### src/rtl/edge_detect_pkg.sv
// Shared FSM encoding and matrix geometry for the frame buffer scan path.
// Pure declarations; no timing or flow control of its own.
package edge_detect_pkg;

  typedef enum logic [2:0] {
    ST_IDLE,
    ST_FILL,
    ST_READ,
    ST_PRESENT,
    ST_DONE
  } scan_state_t;

  // Eight neighbours around the centre pixel: TL,T,TR,ML,MR,BL,B,BR.
  localparam int unsigned MATRIX_TAPS = 8;

  function automatic int unsigned matrix_width(input int unsigned depth);
    return MATRIX_TAPS * depth;
  endfunction

endpackage

### src/rtl/frame_buffer_scan_controller_raster_counter.sv
// Column/row raster position with clear, advance and explicit wrap; last flags (P_ROWS-1,P_COLUMNS-1).
// Updates one cycle after clear/advance; clear has priority, no backpressure.
module raster_counter #(
  parameter int P_COLUMNS = 640,
  parameter int P_ROWS = 4,
  localparam int CW = $clog2(P_COLUMNS),
  localparam int RW = $clog2(P_ROWS)
) (
  input  logic          I_CLK,
  input  logic          I_RESET_N,
  input  logic          clear,
  input  logic          advance,
  output logic [CW-1:0] column,
  output logic [RW-1:0] row,
  output logic          last
);

  localparam logic [CW-1:0] COL_LAST = CW'(P_COLUMNS - 1);
  localparam logic [RW-1:0] ROW_LAST = RW'(P_ROWS - 1);

  logic col_last;
  logic row_last;

  assign col_last = (column == COL_LAST);
  assign row_last = (row == ROW_LAST);
  assign last     = col_last && row_last;

  // Compare-and-wrap rather than relying on natural overflow, so non power-of-2 sizes work.
  always_ff @(posedge I_CLK or negedge I_RESET_N) begin
    if (!I_RESET_N) begin
      column <= '0;
      row    <= '0;
    end else if (clear) begin
      column <= '0;
      row    <= '0;
    end else if (advance) begin
      if (col_last) begin
        column <= '0;
        row    <= row_last ? '0 : row + 1'b1;
      end else begin
        column <= column + 1'b1;
      end
    end
  end

endmodule

### src/rtl/frame_buffer_scan_controller.sv
// Fills the 3x3 frame buffer from a raster pixel stream, then scans it issuing one read per position.
// Writes land on the handshake edge; each matrix appears one cycle after its read and holds until I_MATRIX_READY.
module frame_buffer_scan_controller
  import edge_detect_pkg::*;
#(
  parameter int P_COLUMNS = 640,
  parameter int P_ROWS = 4,
  parameter int P_PIXEL_DEPTH = 8,
  localparam int P_COLUMNS_BIT_COUNT = $clog2(P_COLUMNS),
  localparam int P_ROWS_BIT_COUNT = $clog2(P_ROWS),
  localparam int P_O_PIXEL_MATRIX_BIT_COUNT = matrix_width(P_PIXEL_DEPTH)
) (
  input  logic                                  I_CLK,
  input  logic                                  I_RESET_N,
  input  logic                                  I_START,
  input  logic                                  I_PIXEL_VALID,
  input  logic [P_PIXEL_DEPTH-1:0]              I_PIXEL,
  output logic                                  O_PIXEL_READY,
  output logic [P_COLUMNS_BIT_COUNT-1:0]        O_BUF_COLUMN,
  output logic [P_ROWS_BIT_COUNT-1:0]           O_BUF_ROW,
  output logic [P_PIXEL_DEPTH-1:0]              O_BUF_PIXEL,
  output logic                                  O_BUF_WRITE_ENABLE,
  output logic                                  O_BUF_READ_ENABLE,
  input  logic [P_O_PIXEL_MATRIX_BIT_COUNT-1:0] I_BUF_PIXEL_MATRIX,
  output logic [P_O_PIXEL_MATRIX_BIT_COUNT-1:0] O_MATRIX,
  output logic                                  O_MATRIX_VALID,
  input  logic                                  I_MATRIX_READY,
  output logic [P_ROWS_BIT_COUNT-1:0]           O_MATRIX_ROW,
  output logic [P_COLUMNS_BIT_COUNT-1:0]        O_MATRIX_COLUMN,
  output logic                                  O_FRAME_DONE,
  output logic                                  O_BUSY
);

  scan_state_t state;
  scan_state_t state_nxt;

  logic                           cnt_clear;
  logic                           cnt_advance;
  logic                           cnt_last;
  logic [P_COLUMNS_BIT_COUNT-1:0] cnt_column;
  logic [P_ROWS_BIT_COUNT-1:0]    cnt_row;

  // Fill and scan never overlap, so one position counter serves both phases.
  raster_counter #(
    .P_COLUMNS (P_COLUMNS),
    .P_ROWS    (P_ROWS)
  ) u_raster_counter (
    .I_CLK     (I_CLK),
    .I_RESET_N (I_RESET_N),
    .clear     (cnt_clear),
    .advance   (cnt_advance),
    .column    (cnt_column),
    .row       (cnt_row),
    .last      (cnt_last)
  );

  always_ff @(posedge I_CLK or negedge I_RESET_N) begin
    if (!I_RESET_N) begin
      state <= ST_IDLE;
    end else begin
      state <= state_nxt;
    end
  end

  always_comb begin
    state_nxt          = state;
    cnt_clear          = 1'b0;
    cnt_advance        = 1'b0;
    O_PIXEL_READY      = 1'b0;
    O_BUF_WRITE_ENABLE = 1'b0;
    O_BUF_READ_ENABLE  = 1'b0;
    O_MATRIX_VALID     = 1'b0;
    O_FRAME_DONE       = 1'b0;
    unique case (state)
      ST_IDLE: begin
        if (I_START) begin
          state_nxt = ST_FILL;
          cnt_clear = 1'b1;
        end
      end
      ST_FILL: begin
        O_PIXEL_READY = 1'b1;
        if (I_PIXEL_VALID) begin
          O_BUF_WRITE_ENABLE = 1'b1;
          if (cnt_last) begin
            state_nxt = ST_READ;
            cnt_clear = 1'b1;
          end else begin
            cnt_advance = 1'b1;
          end
        end
      end
      ST_READ: begin
        O_BUF_READ_ENABLE = 1'b1;
        state_nxt         = ST_PRESENT;
      end
      ST_PRESENT: begin
        // Counter only moves on the handshake, keeping row/column stable while stalled.
        O_MATRIX_VALID = 1'b1;
        if (I_MATRIX_READY) begin
          if (cnt_last) begin
            state_nxt = ST_DONE;
          end else begin
            cnt_advance = 1'b1;
            state_nxt   = ST_READ;
          end
        end
      end
      ST_DONE: begin
        O_FRAME_DONE = 1'b1;
        cnt_clear    = 1'b1;
        state_nxt    = ST_IDLE;
      end
      default: state_nxt = ST_IDLE;
    endcase
  end

  assign O_BUF_COLUMN    = cnt_column;
  assign O_BUF_ROW       = cnt_row;
  assign O_BUF_PIXEL     = O_PIXEL_READY ? I_PIXEL : '0;
  assign O_MATRIX        = I_BUF_PIXEL_MATRIX;
  assign O_MATRIX_ROW    = cnt_row;
  assign O_MATRIX_COLUMN = cnt_column;
  assign O_BUSY          = (state != ST_IDLE);

endmodule

### config.mk
export PLATFORM = sky130hd
export DESIGN_NAME = frame_buffer_scan_controller
export DESIGN_NICKNAME = d
export VERILOG_FILES = /design/src/rtl/edge_detect_pkg.sv /design/src/rtl/frame_buffer_scan_controller_raster_counter.sv /design/src/rtl/frame_buffer_scan_controller.sv
export SDC_FILE = /design/constraint.sdc
export NUM_CORES = 1
export LEC_CHECK = 0
export ABC_CLOCK_PERIOD_IN_PS = 1900
export CORE_ASPECT_RATIO = 0.9
export CORE_MARGIN = 4
export CORE_UTILIZATION = 25
export CTS_CLUSTER_SIZE = 10
export DETAILED_ROUTE_END_ITERATION = 8
export GPL_TIMING_DRIVEN = 0
export HOLD_SLACK_MARGIN = 0.03
export PLACE_DENSITY = 0.78
export SKIP_CTS_REPAIR_TIMING = 1
export SLEW_MARGIN = 40
export SYNTH_ARGS = -nofsm -noshare
export SYNTH_HDL_FRONTEND = slang
export SYNTH_SLANG_ARGS = --single-unit
### constraint.sdc
create_clock -name I_CLK -period 1.9 [get_ports I_CLK]
set_input_delay 0.19 -clock I_CLK [delete_from_list [all_inputs] [get_ports I_CLK]]
set_output_delay 0.19 -clock I_CLK [all_outputs]
set_load 0.05 [all_outputs]
; Word-level counts from Yosys, hierarchy flattened
; Cells that the tools add are included.
[totals]
out_inout_bits = 102
reg_bits = 15
in_bits = 77
wordCells = 50
[classes]
n_addsub = 2
mux = 28
n_reduce_logical = 7
n_eq_ne = 10
[op_table]
columns = operator, n
row1 = 2-to-1 mux 10 bit, 3
row2 = 2-to-1 mux 3 bit, 5
row3 = 2-to-1 mux 1 bit, 12
row4 = one-hot mux 3 bit (4 select lines), 1
row5 = adder 10 x 1 -> 10 bit (second input constant), 1
row6 = equality test 10 bit (second input constant), 1
row7 = 2-to-1 mux 2 bit, 4
row8 = 2-to-1 mux 8 bit, 1
row9 = != test 2 bit (second input constant), 4
row10 = equality test 3 x 2 -> 1 bit (second input constant), 2
row11 = AND reduction 4 bit, 1
row12 = nonzero test 2 bit, 2
row13 = equality test 3 x 1 -> 1 bit (second input constant), 1
row14 = equality test 3 bit (second input constant), 1
row15 = logical NOT 3 bit, 1
row16 = one-hot mux 1 bit (3 select lines), 1
row17 = nonzero test 3 bit, 1
row18 = adder 2 x 1 -> 2 bit (second input constant), 1
row19 = equality test 2 bit (second input constant), 1
row20 = one-hot mux 1 bit (2 select lines), 1
row21 = AND reduction 2 bit, 1
row22 = logical AND 1 bit, 1

; Logic depth before layout (Yosys ltp)
; Gate-level depths: netlist (run 1).
[depth]
ltp_word = 7
depth_mapped = 7
ltp_nobuf = 6

; Hierarchy
; From an unflattened synthesis (run 1), not the netlist that was laid out.
[hier_totals]
cells_unflattened = 176
hier_area_um2 = 1537.7
[by_module_without_submodules]
columns = module, n_inst, cells_per_inst, seq_area_each_um2, area_each_um2
row1 = frame_buffer_scan_controller, 1, 111, 75.1, 877.1
row2 = raster_counter, 1, 65, 300.3, 660.6

; Worst setup path after synthesis (run 1)
; No wires, ideal clock.
[synth_timing]
path_type = register -> register
startpoint = reg u_raster_counter.column[0]
endpoint = reg u_raster_counter.row[0]
required_ns = 1.772
setup_time_ns = 0.128
path_slack_ns = -0.553
arrival_time_ns = 2.326
stages_incl_launch_ff = 7
path_cell_list = dfrtp_1 -> ha_1 -> nand4_2 -> or3_4 -> a211oi_2 -> nand2b_2 -> mux2_1
[synth_between]
elab_chain_len = 7
[synth_rtl]
columns = item, line_no
row1 = "start, declared", frame_buffer_scan_controller_raster_counter.sv:13  ; output logic [CW-1:0] column,
row2 = "start signal, assigned", frame_buffer_scan_controller_raster_counter.sv:41  ; column <= column + 1'b1;
row3 = equality test 10 bit *, frame_buffer_scan_controller_raster_counter.sv:24  ; assign col_last = (column == COL_LAST);
row4 = logical AND 1 bit, frame_buffer_scan_controller_raster_counter.sv:26  ; assign last = col_last && row_last;
row5 = "2-to-1 mux 1 bit, on equally long branches", "frame_buffer_scan_controller.sv:85, frame_buffer_scan_controller.sv:101"
row6 = "2-to-1 mux 1 bit, on equally long branches", "frame_buffer_scan_controller.sv:83, frame_buffer_scan_controller.sv:100"
row7 = one-hot mux 1 bit (3 select lines) or one-hot mux 1 bit (2 select lines) (tied branches), frame_buffer_scan_controller.sv:74  ; unique case (state)
row8 = nonzero test 2 bit (no line), n/a
row9 = AND reduction 2 bit (no line), n/a
row10 = "end signal, assigned", frame_buffer_scan_controller_raster_counter.sv:39  ; row <= row_last ? '0 : row + 1'b1;
row11 = "end, declared", frame_buffer_scan_controller_raster_counter.sv:14  ; output logic [RW-1:0] row,
; Mark *: on every way between the ends. The rest lies on a longest branch, timed or not.
; A chain may end at the register's enable or synchronous reset.

; Final worst setup path (run 1)
[layout_timing]
startpoint = reg u_raster_counter.row[1]
endpoint = reg u_raster_counter.row[0]
[layout_between]
elab_chain_len = 7
[layout_rtl]
columns = item, line_no
row1 = equality test 2 bit *, frame_buffer_scan_controller_raster_counter.sv:25  ; assign row_last = (row == ROW_LAST);
row2 = logical AND 1 bit, frame_buffer_scan_controller_raster_counter.sv:26
row3 = "2-to-1 mux 1 bit, on equally long branches", "frame_buffer_scan_controller.sv:85, frame_buffer_scan_controller.sv:101"
row4 = "2-to-1 mux 1 bit, on equally long branches", "frame_buffer_scan_controller.sv:83, frame_buffer_scan_controller.sv:100"
row5 = one-hot mux 1 bit (3 select lines) or one-hot mux 1 bit (2 select lines) (tied branches), frame_buffer_scan_controller.sv:74
row6 = nonzero test 2 bit (no line), n/a
row7 = AND reduction 2 bit (no line), n/a
; Mark *: on every way between the ends. The rest lies on a longest branch, timed or not. The select of a mux whose other input is x is not followed.

==> impl_metrics.ini, run 1 <==
[floorplanning]
die_w_um = 91.5
chipHeight_um = 83.2
num_rows = 27
start_util_pct = 25.7
pin_count = 179
core_area_um2 = 6110
die_area_um2 = 7610

[route]
drtIter0Drc = 43
dr.pass1.iters = 4
avgRoutedWirePerCell_um = 12.3
route.vias.total = 1677
viasPerCell = 4.16
wl_mm = 4.97
ant_nets = 0
drc = 0

[cells_and_area]
final_nets = 396
final_util_pct = 49.8
area_delta_synth_final_pct = 94.3
stdcell_area_um2 = 3050
final_cells = 403
drive_gt1_share_pct = 43.4
antenna_cells = 0

[global_route]
gr-usage-all-layers_pct = 11.4
grt_overflow = 0
grt_start_max_net_pins = 16
antenna_found_initial = 0
grt_pass1_wl_mm = 7.36
grt_pass1_vias = 1634

[synthesis]
syn-num-nets = 268
syn-cell-area_um2 = 1570
syn-instance-count = 189
synth_cell_types = 38
ys_top_cells_by_count = buf_4 (77), dfrtp_1 (15), nand2_1 (10), nor3_1 (9)
synth_area_leaders = buf_4 (37%), dfrtp_1 (24%), and2_1 (3.2%)
synth_edf_count = 0
ys_warn_count = 0
async_flop_share_pct = 100
synth.most_common_cell = buf_4
yosys.area.top_type_share_pct = 36.8
seq_area_frac_synth_pct = 23.9
synth_seq_cells = 15
synth_area_leader_cell = buf_4
post_synth.cell_area_avg_um2 = 8.30
synth_top_flop_cell = dfrtp_1

[timing]
max_freq_mhz = 480
hold_viol_final = 0
final.min_clock_period_ns = 2.08
slew_headroom_pct = 54.3
slew_violations = 0
whs_ns = 0.355
timing.final.ws_setup_ns = -0.182
worstMarginPinSlew_ns = 0.684
min_period_over_period_pct = 110
skew_ns = 0.00433
final-setup-viol-count = 9
rsz0062_at_grt = true

[placement]
dp_cells = 390
hpwl_mm = 4.05
place_area_um2 = 2860
io_buffer_count = 114
place_congestion = 0.776

[critical_path]
path_class = register to register
crit_arrival_ns = 2.21
slowest_stage = or3_4
worstSetupEndpointType = register
crit_fanout = 5
worstSetupStartpointType = register
cp_cell_sequence = ha_4, nand4bb_1, or3_4, a211oi_4, nand2b_4, mux2_4
required_ns = 2.03
slowest_delay_ns = 0.45

[pwr]
peakVddDrop_mv = 0.525
cellPowerDensity_nw_per_um2 = 689
p_leak_nw = 1.37
finalPower_mw = 2.10

[clock_tree]
clockRootBuffer = clkbuf_8
cts_buffer_depth = 2
clock_latency_ns = 0.25
cts_tree = done
numCtsBuffers = 3
htreeDepth = 1
path_clk_slew_ns = 0.06
cts_sinks = 15

[worst_hold_path]
holdCritPathClass = primary input to asynchronous set/reset pin

[outcome]
outcome = finished with violations
violations = negative setup slack

[run]
cap_violations = 0
## critical path, delay by kind of cell, from the launching register on
kind	cells	cell delay, ns
AND/OR/NAND/NOR	3	0.79
multiplexers	1	0.29
adder cells (fa/ha/maj)	1	0.15
AO/OA/AOI/OAI	1	0.33
flip-flops	1	0.41
## stage by stage
stage	setup TNS [ns]	setup WS, ns
2_1_floorplan	-0.742	-0.241
3_5_place_dp	-2.89	-0.322
3_3_place_gp	-2.20	-0.269
6_report	-0.754	-0.182
5_1_grt	-1.76	-0.259
4_1_cts	-5.77	-0.437
## final cells by class
type	count	area, µm²
Timing Repair Buffer	123	1200
Fill cell	582	3070
Buffer	80	603
Tap cell	87	109
Clock buffer	4	45.0
Sequential cell	15	392
Inverter	4	15.0
Multi-Input combinational cell	90	688
## where the power goes
group	total (mW)	internal (mW)	switching [mW]
clock	0.265	0.149	0.116
sequential	0.465	0.374	0.0908
combinational	1.37	0.542	0.828
total	2.10	1.06	1.04
## sequential cells by signal, indices dropped and copies added (netlist names)
signal	cells
u_raster_counter.column	10
state	3
u_raster_counter.row	2
## path summary, 6_finish.rpt
kind	start	to	slack, ns	cells past startpoint
max reg2reg	u_raster_counter.row[1]	u_raster_counter.row[0]	-0.18	6
min	I_RESET_N	u_raster_counter.column[7]	0.35	1
max	u_raster_counter.row[1]	u_raster_counter.row[0]	-0.18	6
min in group I_CLK	state[2]	state[0]	0.53	1
max in group asynchronous	I_RESET_N	u_raster_counter.column[2]	1.07	1
min reg2reg	state[2]	state[0]	0.53	1
## logic make-up (layout without fill, tap and decap cells)
| family | Yosys count | count (layout) | synth area share [%] |
|---|---|---|---|
| flip-flops | 15 | 15 | 23.9 |
| multiplexers | 2 | 2 | 1.36 |
| adder cells (fa/ha/maj) | 2 | 2 | 1.59 |
| XOR/XNOR | 1 | 1 | 0.558 |
| AO/OA/AOI/OAI | 20 | 20 | 8.29 |
| buffers and inverters | 84 | 211 | 38.7 |
| AND/OR/NAND/NOR | 65 | 65 | 25.6 |
## layout by cell type (no fill, tap or decap), types with 2 or more instances in the layout
| master | instances |
|---|---|
| clkdlybuf4s50_1 | 100 |
| buf_4 | 83 |
| dfrtp_2 | 13 |
| nor3_1 | 9 |
| nand2_1 | 9 |
| clkbuf_2 | 9 |
| and2_1 | 8 |
| nor2_1 | 7 |
| nand3_1 | 6 |
| dlymetal6s2s_1 | 5 |
| inv_1 | 4 |
| nand2b_1 | 4 |
| a21oi_1 | 4 |
| o21ai_1 | 4 |
| o21ai_2 | 3 |
| clkbuf_8 | 3 |
| buf_2 | 2 |
| nor3b_1 | 2 |
| or3_1 | 2 |
| nand4_1 | 2 |
| nor4_1 | 2 |
| nand2b_4 | 2 |
| buf_8 | 2 |
| or2_2 | 2 |
| ha_4 | 2 |
| dfrtp_1 | 2 |
## layer usage
| metal | part of all wire [%] | global-route usage (%) | wire length (µm) | up-vias |
|---|---|---|---|---|
| met5 | 0 | 0 | 0 | - |
| li1 | - | - | - | 820 |
| met4 | 0.50 | 0.822 | 25 | 0 |
| met3 | 12 | 4.35 | 575 | 4 |
| met2 | 49 | 20.1 | 2420 | 116 |
| met1 | 39 | 13.7 | 1950 | 737 |
Power figures use the tool's default switching activity.
==> run 2, diff against run 1 <==
ABC_AREA = 1   (was default)
CORE_UTILIZATION = 26   (was 25)
PLACE_DENSITY = 0.79   (was 0.78)
==> run 2 against run 1 <==
Compared with the run above: the run now ends clean; cell area shrank 3.1%; total power is 32% higher; sequential power up 13%.
==> impl_metrics.ini, run 2 <==
[cells_and_area]
final_cells = 417
largest_reg_flops = 10
drive_gt1_share_pct = 27.4
fillCellCount = 557
area_delta_synth_final_pct = 82.5
stdcell_area_um2 = 2950
final_nets = 427
antenna_cells = 0
reg_top3 = u_raster_counter.column (10), state (3), u_raster_counter.row (2)
top_register = u_raster_counter.column
layout_common_cells = clkdlybuf4s50_1 (95), buf_4 (76), nand2_1 (43)
layout_commonest_cell = clkdlybuf4s50_1

[synthesis]
synth_seq_cells = 15
seq_area_frac_synth_pct = 23.2
post_synth.cell_area_avg_um2 = 7.06
ys_warn_count = 0
synth_area_leader_cell = buf_4
synth_top_flop_cell = dfrtp_1
yosys.area.top_type_share_pct = 35.3
synth.most_common_cell = buf_4
ys_top_cells_by_count = buf_4 (76), nand2_1 (43), nor2_1 (25), inv_1 (24), dfrtp_1 (15)
async_flop_share_pct = 100
synth_cell_types = 24
synth_area_leaders = buf_4 (35%), dfrtp_1 (23%), nand2_1 (10%)
syn-num-nets = 308
syn-instance-count = 229
synth_edf_count = 0
syn-cell-area_um2 = 1620

[critical_path]
cp_cell_sequence = buf_4, clkdlybuf4s50_1
required_ns = 1.71
path_class = register to output port
critPathTopFamily = buffers and inverters
crit_fanout = 7
worstSetupEndpointType = output port
critPathBufInv = 2
crit_arrival_ns = 1.64
slowest_delay_ns = 0.79
slowest_stage = clkdlybuf4s50_1
worstSetupStartpointType = register

[floorplanning]
pin_count = 179
core_area_um2 = 5860
chipHeight_um = 82.8
start_util_pct = 27.6
num_rows = 26
die_area_um2 = 7550
die_w_um = 91.2

[global_route]
grt_pass1_wl_mm = 8.09
grt_start_max_net_pins = 16
gr-usage-all-layers_pct = 12.4
antenna_found_initial = 0
grt_pass1_vias = 1786
grt_overflow = 0

[timing]
rsz0062_at_grt = false
hold_viol_final = 0
final.min_clock_period_ns = 1.83
skew_ns = 0.000857
max_freq_mhz = 547
slew_headroom_pct = 54.5
worstMarginPinSlew_ns = 0.681
slew_violations = 0
tns_ns = 0
final-setup-viol-count = 0
timing.final.ws_setup_ns = 0.0725
min_period_over_period_pct = 96.2

[route]
route.vias.total = 1761
drc = 0
dr.pass1.iters = 4
avgRoutedWirePerCell_um = 12.1
drtIter0Drc = 69
wl_mm = 5.03
ant_nets = 0
viasPerCell = 4.22

[worst_hold_path]
holdCritPathClass = primary input to asynchronous set/reset pin

[placement]
place_area_um2 = 2850
io_buffer_count = 114
dp_cells = 413
post-place-ws_ns = 0.00207
place_congestion = 0.846
hpwl_mm = 4.30

[pwr]
p_sw_share_pct = 55.1
p_leak_nw = 1.74
finalPower_mw = 2.78
p_int_mw = 1.25
cellPowerDensity_nw_per_um2 = 940
peakVddDrop_mv = 0.828
combPwrFrac_pct = 71.7
pwr-share-seq_pct = 18.9
clockPowerShare_pct = 9.3
power.switching_mw = 1.53

[clock_tree]
path_clk_slew_ns = 0.06
cts_buffer_depth = 2
clock_latency_ns = 0.25
htreeDepth = 1
cts_sinks = 15
clockRootBuffer = clkbuf_8
numCtsBuffers = 3
cts_tree = done

[outcome]
outcome = complete, no violations

[run]
cap_violations = 0
[run 2: worst register-to-register path, cell delays in order, from the launching register on]
cell and delay (ns):
dfrtp_1 0.43, ha_1 0.19, nand2_1 0.11, nor2_4 0.20
nand3_2 0.15, nor2_1 0.20, nor2_4 0.10, nand3_1 0.08
o21ai_0 0.08
[run 2: layout make-up]
| cell class | instances | area (µm²) | share of cell area [%] |
|---|---|---|---|
| Sequential cell | 15 | 377 | 12.8 |
| Timing Repair Buffer | 114 | 1190 | 40.3 |
| Clock buffer | 4 | 45.0 | 1.53 |
| Buffer | 76 | 571 | 19.3 |
| Inverter | 27 | 104 | 3.52 |
| Tap cell | 70 | 87.6 | 2.97 |
| Multi-Input combinational cell | 111 | 581 | 19.7 |
[run 2: routing by layer]
| layer | part of all wire, % | up-vias | global-route usage, % |
|---|---|---|---|
| met5 | 0 | - | 0 |
| met4 | 0.93 | 0 | 2.05 |
| met3 | 9.7 | 8 | 4.61 |
| met2 | 51 | 105 | 23.3 |
| met1 | 38 | 771 | 13.5 |
| li1 | - | 877 | - |
[run 2: kinds of logic (layout without fill, tap and decap cells)]
| kind of cell | count (synthesis) | count (layout) | synth area share (%) |
|---|---|---|---|
| and+or+nand+nor | 98 | 98 | 28.6 |
| buffers and inverters | 103 | 221 | 41.7 |
| DFF | 15 | 15 | 23.2 |
| AOI/OAI and AO/OA | 7 | 7 | 2.78 |
| adders and majority gates | 2 | 2 | 1.55 |
| xor gates and xnor gates | 4 | 4 | 2.17 |
[run 2: worst paths after layout]
check,start,cells after the start,end,slack (ns)
setup reg to reg,u_raster_counter.column[1],8,u_raster_counter.column[7],0.23
setup / recovery,u_raster_counter.column[9],2,O_MATRIX_COLUMN[9],0.07
max in group asynchronous,I_RESET_N,1,u_raster_counter.column[0],1.07
hold reg to reg,u_raster_counter.row[1],2,u_raster_counter.row[1],0.55
min in group I_CLK,u_raster_counter.row[1],2,u_raster_counter.row[1],0.55
hold / removal,I_RESET_N,1,u_raster_counter.column[8],0.36
[run 2: power groups by stage]
stage | combinational [mW] | clock [mW] | sequential, mW
after detailed placement | 2.00 | 0 | 0.527
after global routing | 2.11 | 0.280 | 0.547
after floorplan | 1.25 | 0 | 0.685
after global placement | 1.99 | 0 | 0.524
final | 1.99 | 0.259 | 0.525
after CTS | 2.01 | 0.270 | 0.524
[run 2: stage by stage]
step	util (%)	hold WS [ns]
detailed placement	48.7	0.543
floorplan	-	-0.106
global placement	48.7	0.521
finish	50.4	0.356
global route	50.4	0.433
CTS	49.4	0.385
==> run 3, diff against run 2 <==
CORE_MARGIN = 3   (was 4)
==> run 3 against run 2 <==
Compared with the run above: setup slack worse by 0.024 ns; combinational power about the same; hold slack worse by 0.0016 ns; sequential cell count unchanged; wire length down 6.5%; via count down 2.3%; sequential power about the same.
==> impl_metrics.ini, run 3 (same netlist as run 2, synthesis figures left out) <==
[outcome]
outcome = complete, no violations

[route]
ant_nets = 0
drc = 0
route.vias.total = 1720
viasPerCell = 4.12
avgRoutedWirePerCell_um = 11.3
dr.pass1.iters = 4
drtIter0Drc = 61
wl_mm = 4.70

[critical_path]
worstSetupEndpointType = output port
path_class = register to output port
required_ns = 1.71
crit_fanout = 7
rr_endpoint = u_raster_counter.column[2]
reg2reg_slack_ns = 0.19
rr_worst_depth = 8
reg2reg_from = u_raster_counter.column[0]
worstSetupStartpointType = register
crit_arrival_ns = 1.66

[clock_tree]
htreeDepth = 1
numCtsBuffers = 3
clock_latency_ns = 0.25
clockRootBuffer = clkbuf_8
cts_buffer_depth = 2
path_clk_slew_ns = 0.06
cts_tree = done
cts_sinks = 15

[timing]
timing.final.ws_setup_ns = 0.0481
skew_ns = 0.00109
slew_violations = 0
final.min_clock_period_ns = 1.85
max_freq_mhz = 540
rsz0062_at_grt = false
final-setup-viol-count = 0
hold_viol_final = 0
min_period_over_period_pct = 97.5
slew_headroom_pct = 54.7
worstMarginPinSlew_ns = 0.677

[pwr]
peakVddDrop_mv = 0.976
p_leak_nw = 1.69
cellPowerDensity_nw_per_um2 = 945

[placement]
place_congestion = 0.867
io_buffer_count = 114
post-place-ws_ns = -0.00144
place_area_um2 = 2850
hpwl_mm = 4.04

[cells_and_area]
largest_reg_flops = 10
layout_commonest_cell = clkdlybuf4s50_1
layout_common_cells = clkdlybuf4s50_1 (98), buf_4 (76), nand2_1 (43)
stdcell_area_um2 = 2930
drive_gt1_share_pct = 27.1
top_register = u_raster_counter.column
antenna_cells = 0
final_nets = 427
area_delta_synth_final_pct = 81.4
reg_top3 = u_raster_counter.column (10), state (3), u_raster_counter.row (2)

[run]
cap_violations = 0

[floorplanning]
die_area_um2 = 7210
start_util_pct = 27.6
num_rows = 26
core_area_um2 = 5860
pin_count = 179
die_w_um = 89.2
chipHeight_um = 80.8

[global_route]
grt_pass1_vias = 1542
antenna_found_initial = 0
grt_pass1_wl_mm = 6.66
gr-usage-all-layers_pct = 11.5
grt_start_max_net_pins = 16
grt_overflow = 0

[worst_hold_path]
holdCritPathClass = primary input to asynchronous set/reset pin
-- run 3: changes by cell type in the layout (fill, tap and decap cells not counted), sizes merged --
cell	before	now
dlymetal6s2s	19	16
clkdlybuf4s50	95	98
-- run 3: metrics by stage --
stage	cells	TNS (ns)	power [mW]	hold WS, ns	util [%]
finish	417	0	2.77	0.354	50.1
detailed placement	413	-0.00144	2.54	0.526	48.7
global route	417	0	2.93	0.419	50.1
floorplan	229	0	1.93	-0.106	-
global placement	413	0	2.51	0.518	48.7
CTS	417	-2.38	2.81	0.387	49.4
-- run 3: power breakdown --
part	total [mW]	internal, mW	leakage [nW]	switching [mW]
logic	1.99	0.702	1.47	1.29
clock network	0.260	0.149	0.0228	0.111
registers	0.524	0.394	0.196	0.130
-- run 3: final cells by class --
cell class | instances | area, µm²
plain buffers | 76 | 571
clock buffers | 4 | 45.0
fillers | 551 | 2920
inverters | 27 | 104
multi-input cells | 111 | 571
flip-flops and latches | 15 | 375
well taps | 70 | 87.6
repair buffers | 114 | 1180
-- run 3: worst max-delay path: stages (launching register included) --
cell and delay, ns:
dfrtp_1 0.46, buf_4 0.15, clkdlybuf4s50_1 0.80
-- run 3: worst max-delay path by stage --
stage                                from                    endpoint  slack, ns
6_report       u_raster_counter.column[4]          O_MATRIX_COLUMN[4]       0.05
3_5_place_dp                I_PIXEL_VALID          O_BUF_WRITE_ENABLE     -0.001
2_1_floorplan  u_raster_counter.column[1]  u_raster_counter.column[6]       0.08
4_1_cts                          state[1]          O_BUF_WRITE_ENABLE      -0.24
3_3_place_gp                I_PIXEL_VALID          O_BUF_WRITE_ENABLE       0.01
5_1_grt        u_raster_counter.column[0]  u_raster_counter.column[7]      0.001
-- run 3: metal layers --
metal	share of wire [%]	GRT usage (%)	vias up
met5	0	0	-
met3	11	2.94	5
met4	0.98	3.57	0
met2	49	20.4	100
met1	39	13.4	744
li1	-	-	871
